### src/rtl/muldiv_pkg.sv
// Shared definitions for the HI/LO multiply/divide unit.
//   op_e          : operation encoding presented on hilo_muldiv.op
//   state_e       : sequencing states of the HI/LO FSM
//   MD_XLEN       : default operand width
//   MD_DIV_STEPS  : default number of restoring-division iterations
//   cond_neg()    : two's-complement negate when the flag is set
package muldiv_pkg;

  localparam int MD_XLEN      = 32;
  localparam int MD_DIV_STEPS = MD_XLEN;

  typedef enum logic [2:0] {
    OP_NOP   = 3'd0,
    OP_MULT  = 3'd1,
    OP_MULTU = 3'd2,
    OP_DIV   = 3'd3,
    OP_DIVU  = 3'd4,
    OP_MTHI  = 3'd5,
    OP_MTLO  = 3'd6
  } op_e;

  typedef enum logic [1:0] {
    IDLE    = 2'd0,
    DIV_RUN = 2'd1,
    DIV_FIX = 2'd2
  } state_e;

  // Magnitude/sign conversion used on both the way into and out of the divider.
  function automatic logic [MD_XLEN-1:0] cond_neg(input logic [MD_XLEN-1:0] v,
                                                  input logic              neg);
    return neg ? (~v + 1'b1) : v;
  endfunction

endpackage

### src/rtl/hilo_muldiv_div_core.sv
// div_core: unsigned iterative restoring divider, one quotient bit per cycle.
//   clk, rst_n : clock, asynchronous active-low reset
//   load       : latch dividend/divisor and start a new division
//   dividend   : unsigned dividend (magnitude)
//   divisor    : unsigned divisor (magnitude, assumed non-zero)
//   quotient   : quotient, valid once the last step has been taken
//   remainder  : remainder, valid once the last step has been taken
//   last_step  : the step taken on the coming edge is the final one
module div_core
  import muldiv_pkg::*;
#(
  parameter int XLEN      = MD_XLEN,
  parameter int DIV_STEPS = MD_DIV_STEPS
) (
  input  logic            clk,
  input  logic            rst_n,
  input  logic            load,
  input  logic [XLEN-1:0] dividend,
  input  logic [XLEN-1:0] divisor,
  output logic [XLEN-1:0] quotient,
  output logic [XLEN-1:0] remainder,
  output logic            last_step
);

  localparam int CW = (DIV_STEPS > 1) ? $clog2(DIV_STEPS) : 1;

  logic [XLEN-1:0] rem;
  logic [XLEN-1:0] quo;     // dividend bits shift out the top, quotient bits shift in
  logic [XLEN-1:0] dvs;
  logic [CW-1:0]   counter;
  logic            active;

  logic [XLEN:0]   rem_shift;
  logic [XLEN:0]   diff;

  // NOTE: every signal assigned in always_comb gets a default first so no
  // path through the block can leave it unassigned and infer a latch.
  always_comb begin
    rem_shift = '0;
    diff      = '0;
    rem_shift = {rem, quo[XLEN-1]};
    diff      = rem_shift - {1'b0, dvs};
  end

  assign last_step = active && (counter == CW'(DIV_STEPS - 1));
  assign quotient  = quo;
  assign remainder = rem;

  // NOTE: sequential state uses non-blocking assignments so every flop samples
  // the pre-edge values regardless of statement order.
  always_ff @(posedge clk or negedge rst_n) begin
    if (!rst_n) begin
      rem     <= '0;
      quo     <= '0;
      dvs     <= '0;
      counter <= '0;
      active  <= 1'b0;
    end else if (load) begin
      rem     <= '0;
      quo     <= dividend;
      dvs     <= divisor;
      counter <= '0;
      active  <= 1'b1;
    end else if (active) begin
      // Restoring step: keep the difference only when it did not go negative.
      if (!diff[XLEN]) begin
        rem <= diff[XLEN-1:0];
        quo <= {quo[XLEN-2:0], 1'b1};
      end else begin
        rem <= rem_shift[XLEN-1:0];
        quo <= {quo[XLEN-2:0], 1'b0};
      end
      if (last_step) active  <= 1'b0;
      else           counter <= counter + 1'b1;
    end
  end

endmodule

### src/rtl/hilo_muldiv.sv
// hilo_muldiv: architectural HI/LO register pair fed by the ALU product,
// an iterative divider and MTHI/MTLO writes.
//   clk, rst_n : clock, asynchronous active-low reset
//   start, op  : operation request, accepted when start && ready
//   a, b       : rs (dividend / move data) and rt (divisor) operands
//   alu_total  : 2*XLEN product from the ALU, signedness already applied
//   ready/busy : busy while a division is in flight; ready = !busy
//   done       : one-cycle pulse after HI/LO updated by a multiply or divide
//   hi, lo     : current HI and LO
module hilo_muldiv
  import muldiv_pkg::*;
#(
  parameter int XLEN      = MD_XLEN,
  parameter int DIV_STEPS = MD_DIV_STEPS
) (
  input  logic              clk,
  input  logic              rst_n,
  input  logic              start,
  input  logic [2:0]        op,
  input  logic [XLEN-1:0]   a,
  input  logic [XLEN-1:0]   b,
  input  logic [2*XLEN-1:0] alu_total,
  output logic              ready,
  output logic              busy,
  output logic              done,
  output logic [XLEN-1:0]   hi,
  output logic [XLEN-1:0]   lo
);

  state_e          state;
  logic            q_neg;
  logic            r_neg;

  logic            is_div;
  logic            signed_div;
  logic            div_load;
  logic [XLEN-1:0] dvd_mag;
  logic [XLEN-1:0] dvs_mag;
  logic [XLEN-1:0] quotient;
  logic [XLEN-1:0] remainder;
  logic            last_step;

  assign busy       = (state != IDLE);
  assign ready      = !busy;
  assign is_div     = (op == OP_DIV) || (op == OP_DIVU);
  assign signed_div = (op == OP_DIV);
  // Divide-by-zero completes in one cycle and never starts the core.
  assign div_load   = start && (state == IDLE) && is_div && (b != '0);
  assign dvd_mag    = cond_neg(a, signed_div && a[XLEN-1]);
  assign dvs_mag    = cond_neg(b, signed_div && b[XLEN-1]);

  div_core #(
    .XLEN      (XLEN),
    .DIV_STEPS (DIV_STEPS)
  ) u_div_core (
    .clk       (clk),
    .rst_n     (rst_n),
    .load      (div_load),
    .dividend  (dvd_mag),
    .divisor   (dvs_mag),
    .quotient  (quotient),
    .remainder (remainder),
    .last_step (last_step)
  );

  always_ff @(posedge clk or negedge rst_n) begin
    if (!rst_n) begin
      state <= IDLE;
      hi    <= '0;
      lo    <= '0;
      done  <= 1'b0;
      q_neg <= 1'b0;
      r_neg <= 1'b0;
    end else begin
      done <= 1'b0;
      case (state)
        IDLE: begin
          if (start) begin
            case (op)
              OP_MULT, OP_MULTU: begin
                {hi, lo} <= alu_total;
                done     <= 1'b1;
              end
              OP_DIV, OP_DIVU: begin
                if (b == '0) begin
                  lo   <= '1;
                  hi   <= a;
                  done <= 1'b1;
                end else begin
                  // Quotient is negative iff operand signs differ; the
                  // remainder follows the dividend.
                  q_neg <= signed_div && (a[XLEN-1] ^ b[XLEN-1]);
                  r_neg <= signed_div && a[XLEN-1];
                  state <= DIV_RUN;
                end
              end
              OP_MTHI: hi <= a;
              OP_MTLO: lo <= a;
              default: ;
            endcase
          end
        end
        DIV_RUN: begin
          if (last_step) state <= DIV_FIX;
        end
        DIV_FIX: begin
          lo    <= cond_neg(quotient, q_neg);
          hi    <= cond_neg(remainder, r_neg);
          done  <= 1'b1;
          state <= IDLE;
        end
        default: state <= IDLE;
      endcase
    end
  end

endmodule

### config.mk
export PLATFORM = sky130hd
export DESIGN_NAME = hilo_muldiv
export DESIGN_NICKNAME = d
export VERILOG_FILES = /design/src/rtl/muldiv_pkg.sv /design/src/rtl/hilo_muldiv_div_core.sv /design/src/rtl/hilo_muldiv.sv
export SDC_FILE = /design/constraint.sdc
export NUM_CORES = 1
export LEC_CHECK = 0
export CAP_MARGIN = 20
export CORE_MARGIN = 2
export CORE_UTILIZATION = 60
export DETAILED_ROUTE_END_ITERATION = 8
export PLACE_DENSITY = 0.88
export RECOVER_POWER = 100
export SETUP_SLACK_MARGIN = 0.2
export SLEW_MARGIN = 20
export SYNTH_ARGS = -nofsm -noshare
export SYNTH_HDL_FRONTEND = slang
export SYNTH_SLANG_ARGS = --single-unit
### constraint.sdc
create_clock -name clk -period 7.56 [get_ports clk]
set_clock_uncertainty 0.15 [all_clocks]
set_input_delay 1.512 -clock clk [delete_from_list [all_inputs] [get_ports clk]]
set_output_delay 1.512 -clock clk [all_outputs]
set_load 0.02 [all_outputs]
Word-level counts from Yosys, hierarchy flattened
Cells that the tools add are included.

Register bits after elaboration: 171. Input bits: 134. Output and inout bits: 67. Logic and storage cells: 95.

$add $sub $neg: 6. Eq/ne operators: 17. Muxes and demuxes: 33. Bitwise gates (word level): 6. Reduce and logical (&&, ||, !) cells: 22.

Operators by type and width (number): 2-to-1 mux 32 bit (13); one-hot mux 32 bit (3 select lines) (2); adder 32 x 1 -> 32 bit (second input constant) (4); NOT 32 bit (4); one-hot mux 32 bit (2 select lines) (2); subtractor 33 x 32 -> 33 bit (1); zero test 32 bit (1); nonzero test 32 bit (1); AND reduction 4 bit (4); 2-to-1 mux 5 bit (3); == test 3 bit (second input constant) (3); 2-to-1 mux 2 bit (4); inequality test 2 bit (second input constant) (4); inequality test 4 x 1 -> 1 bit (second input constant) (2); logical AND 1 bit (7); == test 3 x 2 -> 1 bit (second input constant) (2); 2-to-1 mux 1 bit (6); nonzero test 2 bit (3); adder 5 x 1 -> 5 bit (second input constant) (1); == test 5 bit (second input constant) (1); one-hot mux 1 bit (2 select lines) (2); one-hot mux 2 bit (2 select lines) (1); OR reduction 2 bit (2); == test 3 x 1 -> 1 bit (second input constant) (1); other kinds (10) (10).

Logic depth before layout (Yosys ltp)
Gate-level depths: netlist (run 1).

Word-level depth: 6. Depth in mapped cells: 13. Depth with buffers taken out: 11.

Cells and area by module
Synthesis (run 1) repeated with hierarchy kept, for this count alone.

Cell total of the unflattened synthesis: 1694. Area total of the unflattened synthesis: 13395.3 um^2.

Modules (own cells, without submodules): hilo_muldiv (instances 1, cells each 922, area each 6795.3 um^2, seq. area each 1726.7 um^2); div_core (instances 1, cells each 772, area each 6600.1 um^2, seq. area each 2552.4 um^2).

Worst setup path after synthesis (run 1)
Ideal clock, no wire load.

Path kind: input to register. Start: input b[0]. End: register lo[10]. Library setup time: 128 ps. Arrival: 3954 ps. Required time: 7282 ps. Setup slack: 3329 ps. Stages on the path: 11. Path buffers: 1. Path through: inv_1 > ha_1 > or3b_2 > nor3_2 > nand3_2 > nor4_4 > o21ai_1 > a21o_1 > a21oi_4 > buf_4 > mux2_1.

Cells in the longest elaborated chain, start to end: 3.

Ends and longest elaborated chain: start, declared (line hilo_muldiv.sv:21) `input logic [XLEN-1:0] b,`; zero test 32 bit (line hilo_muldiv.sv:85) `if (b == '0) begin`; inequality test 3 bit (no line); AND reduction 4 bit (no line); end signal, assigned (line hilo_muldiv.sv:81) `{hi, lo} <= alu_total;`; end signal, assigned (line hilo_muldiv.sv:107) `lo <= cond_neg(quotient, q_neg);`; end, declared (line hilo_muldiv.sv:27) `output logic [XLEN-1:0] lo`.

Every way passes these cells. A chain may end at the register's enable or synchronous reset.

Worst setup path in the final report (run 1)
Start: input b[1]. End: register lo[19].

The elaborated chain is that of the path after synthesis.

==> flow_summary.ini, run 1 <==
[worst_setup_path]
r2r_start = u_div_core.quotient[31]
path_cells = dlygate4sd3_1 -> inv_1 -> ha_1 -> or3b_2 -> nor3_1 -> nand3_1 -> nor4_4 -> o21ai_1 -> a21o_1 -> a21oi_4 -> clkbuf_1 -> mux2_2
crit_arrival_ns = 6.28
rrSetupSlack_ns = 3.28
worst-path-buf-inv = 3
r2r_cells = 11
cp-start-kind = input port
cp_max_fo = 17
r2r-end = u_div_core.remainder[28]
critical_path_class = input port to flip-flop
required_ns = 7.74
crit_family = simple AND/OR/NAND/NOR gates
critPathCaptureType = flip-flop
slowest_delay_ns = 0.76
crit_path_top_delay_cell = clkbuf_1

[pwr]
p_leak_nw = 6.28
ir_drop_v = 0.000250
power_w = 0.00723
pwr_density_cell_nw_per_um2 = 459

[place]
hpwl_um = 27900
dp_cells = 1947
numPortBuffers = 200
gp_congestion = 0.969
place_area_sq_um = 15200

[yosys]
synth-compound-area-share_pct = 20.6
synth_top_family_by_area = compound AO/OA/AOI/OAI gates
yosys-top-cells-count = nand2_1 (223), o21ai_0 (173), dfrtp_1 (171)
synth-seq-cells = 171
synth_area_leaders = dfrtp_1 (33%), o21ai_0 (6.6%), nand2_1 (6.4%), xnor2_1 (5.3%), mux2_2 (4.5%)
syn-num-nets = 1729
synthXorXnorAreaFrac_pct = 9.70
yosysTopAreaCell = dfrtp_1
synth_area_sq_um = 13100
yosysWarnings = 0
synth_fa_ha_area_share_pct = 3.78
syn_avg_cell_area_sq_um = 8.42
synth-edff-count = 0
synthArstFlopShare_pct = 100
syn_inst = 1556
yosys.area.top_type_share_pct = 32.7
ys_seq_area_share_pct = 32.7
yosysMostFrequentCell = nand2_1
synth_mux_area_share_pct = 10.5
yosys_most_used_dff = dfrtp_1
synth-simple-area-share_pct = 18.2
synth.distinct_cells = 70

[grt]
grt-busiest-layer = met2
antenna_found_initial = 0
grt_max_degree = 110
grtUsageMet2_pct = 57.2
grt_pass1_vias = 12300
grtUsageMet1_pct = 42.4
grt_pass1_wl_um = 61300
globalRouteMet3Util_pct = 5.36
track_usage_pct = 33.5
overflow = 0

[sta]
timing.final.setup_violations = 0
fin_crit_ns = 6.10
drv_slew = 174
timing.fmax_ghz = 0.164
slew_headroom_pct = -159
hold_viol = 0
grt_setup_unrepaired = false
setup_tns_ns = 0
worst_slew_pin_slew_ns = 3.88
period_share_pct = 80.7

[finish]
layout.nets = 1860
layoutNonFillerInstCount = 1980
drive_gt1_share_pct = 7.24
design_area_sq_um = 15700
diodes = 0
area_growth_pct = 20.2

[cts]
cts-root-buf = clkbuf_16
cts.sinks = 171
cts_made_buffers = 17
cts_buffer_depth = 2
path_clk_slew_ns = 0.07
cts_tree = yes
cts-resized-gates = 0
post_cts_buffers = 0
clk-insertion-delay-late_ns = 0.44
h-tree-depth = 4
cts-hold-fix-buffers = 0

[die]
pin_count = 201
die_w_um = 152
fp.coreArea_sq_um = 21600
dieArea_sq_um = 23000
initial_core_util_pct = 60.6
die_height_um = 152
row_count = 54

[hold_path]
min_path_type = flip-flop to flip-flop
min_from = u_div_core.dvs[25]
whs_endpoint = u_div_core.dvs[25]
whs_path_depth = 2

[drt]
vias_per_cell = 6.46
wl_per_cell_um = 19.6
drtAntennaViolNets = 0
drtPass1Iterations = 6
drcViolationCount = 0
drt_iter0_drc = 1089
num_vias = 12800
routed_wl_um = 38900

[run_status]
violations = capacitance limit, slew limit
outcome = finished, violations left

[job]
cap_violations = 3
==> flip-flops by register name, summed over array words and instances, names as in the netlist, 2 cells and up <==
register / count
lo: 32
state: 2
u_div_core.dvs: 32
hi: 32
u_div_core.counter: 5
u_div_core.remainder: 32
u_div_core.quotient: 32
==> power by group <==
group          switching [W]  internal [W]  leakage (nW)
registers           0.000504       0.00139          2.01
logic                0.00252       0.00189          3.98
clock network       0.000401      0.000526         0.291
total                0.00342       0.00381          6.28
==> worst register-to-register path: cells and delay by family, from the launching register on <==
| kind | cells | cell delay [ns] |
|---|---|---|
| adder cells (fa/ha/maj) | 2 | 0.66 |
| buffers and inverters | 1 | 0.15 |
| AND/OR/NAND/NOR | 2 | 0.55 |
| AO/OA/AOI/OAI | 6 | 2.28 |
| flip-flops | 1 | 0.41 |
==> layout make-up <==
| class | instances | area, sq um |
|---|---|---|
| Sequential cell | 171 | 4280 |
| Timing Repair Buffer | 211 | 2070 |
| Clock inverter | 15 | 188 |
| Tap cell | 280 | 350 |
| Multi-Input combinational cell | 1233 | 8240 |
| Inverter | 53 | 199 |
| Clock buffer | 17 | 425 |
| Fill cell | 1587 | 5870 |
==> kinds of logic (layout without fill, tap and decap cells) <==
| logic type | count (synthesis) | after routing |
|---|---|---|
| mux | 128 | 128 |
| fa+ha+maj | 39 | 39 |
| buf+inv | 152 | 296 |
| xor+xnor | 145 | 145 |
| simple gates | 494 | 494 |
| compound gates | 427 | 427 |
| flops | 171 | 171 |
==> how the worst max path moves through the flow <==
stage               from     end  slack (ns)  cells past startpoint
finish              b[1]  lo[19]        1.46                     12
global route        b[1]   lo[0]        1.19                     12
CTS                 b[1]  lo[13]        2.26                     11
detailed placement  b[1]  lo[13]        1.79                     11
global placement    b[1]  lo[12]        1.99                     11
floorplan           b[0]  lo[10]        3.33                     11
==> layer usage <==
metal | routed length, um | share of wire [%]
met2 | 18900 | 49
met5 | 0 | 0
met1 | 14700 | 38
met4 | 1430 | 3.7
met3 | 3770 | 9.7
==> metrics by stage <==
| step | worst slack, ns | hold slack (ns) | util (%) |
|---|---|---|---|
| 2_1_floorplan | 3.33 | 0.300 | - |
| 3_3_place_gp | 1.99 | 0.313 | 70.1 |
| 3_5_place_dp | 1.79 | 0.320 | 70.1 |
| 4_1_cts | 2.26 | 0.336 | 73.0 |
| 5_1_grt | 1.19 | 0.354 | 72.8 |
| 6_report | 1.46 | 0.332 | 72.8 |
==> placed cells by master (no fill, tap or decap), types with 14 or more instances in the layout <==
cell type        count
clkdlybuf4s50_1    131
and3_1              15
nor4_1              30
dlygate4sd3_1       68
clkbuf_16           17
mux2_1              19
nand2_1            223
nor2_1              64
nor3_1              43
a21oi_1             75
or3_1               14
inv_1               52
o21ai_0            173
a211oi_1            27
nand3_1             25
xor2_1              65
xnor2_1             80
o31ai_1             28
nand2b_1            16
ha_1                38
mux2_2              51
dfrtp_1            170
a32oi_1             31
mux2i_1             57
a31oi_1             18
Note: power is estimated with default switching activity, not from simulation.
==> inputs of run 2 (changes only) <==
--- a/config.mk
+++ b/config.mk
@@ -7,9 +7,9 @@
 export LEC_CHECK = 0
 export CAP_MARGIN = 20
 export CORE_MARGIN = 2
-export CORE_UTILIZATION = 60
+export CORE_UTILIZATION = 50
 export DETAILED_ROUTE_END_ITERATION = 8
-export PLACE_DENSITY = 0.88
+export PLACE_DENSITY = 0.78
 export RECOVER_POWER = 100
 export SETUP_SLACK_MARGIN = 0.2
 export SLEW_MARGIN = 20
==> constraint.sdc (replaced) <==
create_clock -name clk -period 5.2 [get_ports clk]
set_clock_uncertainty 0.15 [all_clocks]
set_input_delay 1.04 -clock clk [delete_from_list [all_inputs] [get_ports clk]]
set_output_delay 1.04 -clock clk [all_outputs]
set_load 0.02 [all_outputs]
==> flow_summary.ini, run 2 (synthesis gave the netlist of run 1 again) <==
[grt]
grt_pass1_vias = 12100
grt_max_degree = 114
overflow = 0
grt_pass1_wl_um = 62600
antenna_found_initial = 1
track_usage_pct = 27.7

[pwr]
p_leak_nw = 6.34
power_w = 0.0105
ir_drop_v = 0.000351
pwr_density_cell_nw_per_um2 = 660

[worst_setup_path]
crit_start = b[0]
r2r_cells = 3
r2r_start = u_div_core.active
r2r-end = u_div_core.quotient[0]
critPathCaptureType = flip-flop
endpoint = lo[14]
crit_arrival_ns = 4.85
cp_max_fo = 32
required_ns = 5.37
rrSetupSlack_ns = 1.07
critical_path_class = input port to flip-flop
cp-start-kind = input port

[sta]
fin_crit_ns = 4.68
setup_tns_ns = 0
worst_slew_pin_slew_ns = 3.92
slew_headroom_pct = -161
grt_setup_unrepaired = false
hold_viol = 0
timing.fmax_ghz = 0.214
drv_slew = 221
period_share_pct = 89.9
timing.final.setup_violations = 0

[cts]
cts-hold-fix-buffers = 0
cts.sinks = 171
path_clk_slew_ns = 0.07
post_cts_buffers = 0
cts-resized-gates = 0
cts_buffer_depth = 2
cts_made_buffers = 17
cts_tree = yes
clk-insertion-delay-late_ns = 0.44
cts-root-buf = clkbuf_16
h-tree-depth = 4

[die]
pin_count = 201
die_w_um = 166
die_height_um = 166
fp.coreArea_sq_um = 25900
initial_core_util_pct = 50.5
dieArea_sq_um = 27500
row_count = 59

[drt]
drtAntennaViolNets = 0
vias_per_cell = 6.13
routed_wl_um = 38900
wl_per_cell_um = 19.0
drcViolationCount = 0
num_vias = 12500
drtPass1Iterations = 7
drt_iter0_drc = 1013

[run_status]
violations = capacitance limit, slew limit
outcome = finished, violations left

[finish]
mostFrequentLayoutCell = nand2_1
drive_gt1_share_pct = 7.95
fin_util_pct = 61.4
layoutNonFillerInstCount = 2046
layout.nets = 1870
most-common-layout-cells = nand2_1 (223), o21ai_0 (174), dfrtp_1 (170)
area_growth_pct = 21.5

[place]
gp_congestion = 0.897
dp_cells = 2012
numPortBuffers = 200
hpwl_um = 28600

[job]
cap_violations = 3

[hold_path]
min_path_type = flip-flop to flip-flop
==> run 2: cell types whose count changed in the layout (fill, tap and decap cells not counted), sizes merged <==
| cell | before | now |
|---|---|---|
| buf | 8 | 18 |
| bufinv | 3 | 2 |
| diode | 0 | 1 |
| clkbuf | 21 | 22 |
| inv | 58 | 59 |
| clkinv | 4 | 2 |
| clkinvlp | 3 | 4 |
==> run 2: how the worst min path moves through the flow <==
stage	slack (ns)	cells after the start	startpoint	to
6_report	0.33	2	u_div_core.dvs[27]	u_div_core.dvs[27]
5_1_grt	0.36	2	u_div_core.dvs[27]	u_div_core.dvs[27]
4_1_cts	0.34	2	u_div_core.dvs[27]	u_div_core.dvs[27]
3_5_place_dp	0.32	2	u_div_core.dvs[27]	u_div_core.dvs[27]
3_3_place_gp	0.31	2	u_div_core.dvs[23]	u_div_core.dvs[23]
2_1_floorplan	0.30	2	u_div_core.dvs[14]	u_div_core.dvs[14]
==> run 2: report_power, final <==
part           leakage, nW  internal [W]  total (W)  switching, W
Sequential            2.01       0.00203    0.00279      0.000768
Combinational         4.05       0.00277    0.00640       0.00363
Clock                0.276      0.000718    0.00130      0.000581
Total                 6.34       0.00552     0.0105       0.00498
==> run 2: area by class of cell <==
class,count,area (sq um)
Antenna cell,1,2.50
Clock buffer,18,429
Clock inverter,14,159
Fill cell,2192,10000
Inverter,53,199
Multi-Input combinational cell,1233,8230
Sequential cell,171,4280
Tap cell,335,419
Timing Repair Buffer,221,2190
==> run 2: per-stage QoR <==
| step | hold WS (ns) | setup WS [ns] | area [sq um] |
|---|---|---|---|
| 2_1_floorplan | 0.300 | 1.44 | 13100 |
| 6_report | 0.334 | 0.524 | 15900 |
| 3_3_place_gp | 0.314 | 0.589 | 15300 |
| 3_5_place_dp | 0.321 | 0.422 | 15300 |
| 5_1_grt | 0.355 | 0.323 | 15900 |
| 4_1_cts | 0.337 | 0.853 | 15900 |
==> run 2: routing by layer <==
metal / GRT usage (%) / wire length, um / vias to the layer above
met2: 45.9 / 18600 / 541
met1: 37.4 / 16900 / 6039
li1: - / - / 5895
met3: 4.48 / 2710 / 63
met4: 8.28 / 726 / 0
met5: 0 / 0 / -
==> run 2: worst max-delay path, stage by stage <==
cell,delay [ns]
dlygate4sd3_1,0.57
inv_1,0.08
ha_1,0.16
or3b_2,0.49
nor3_2,0.24
nand3_1,0.34
nor4_4,0.60
o21ai_0,0.22
a21o_1,0.20
a21oi_1,0.26
buf_12,0.26
mux2_2,0.37
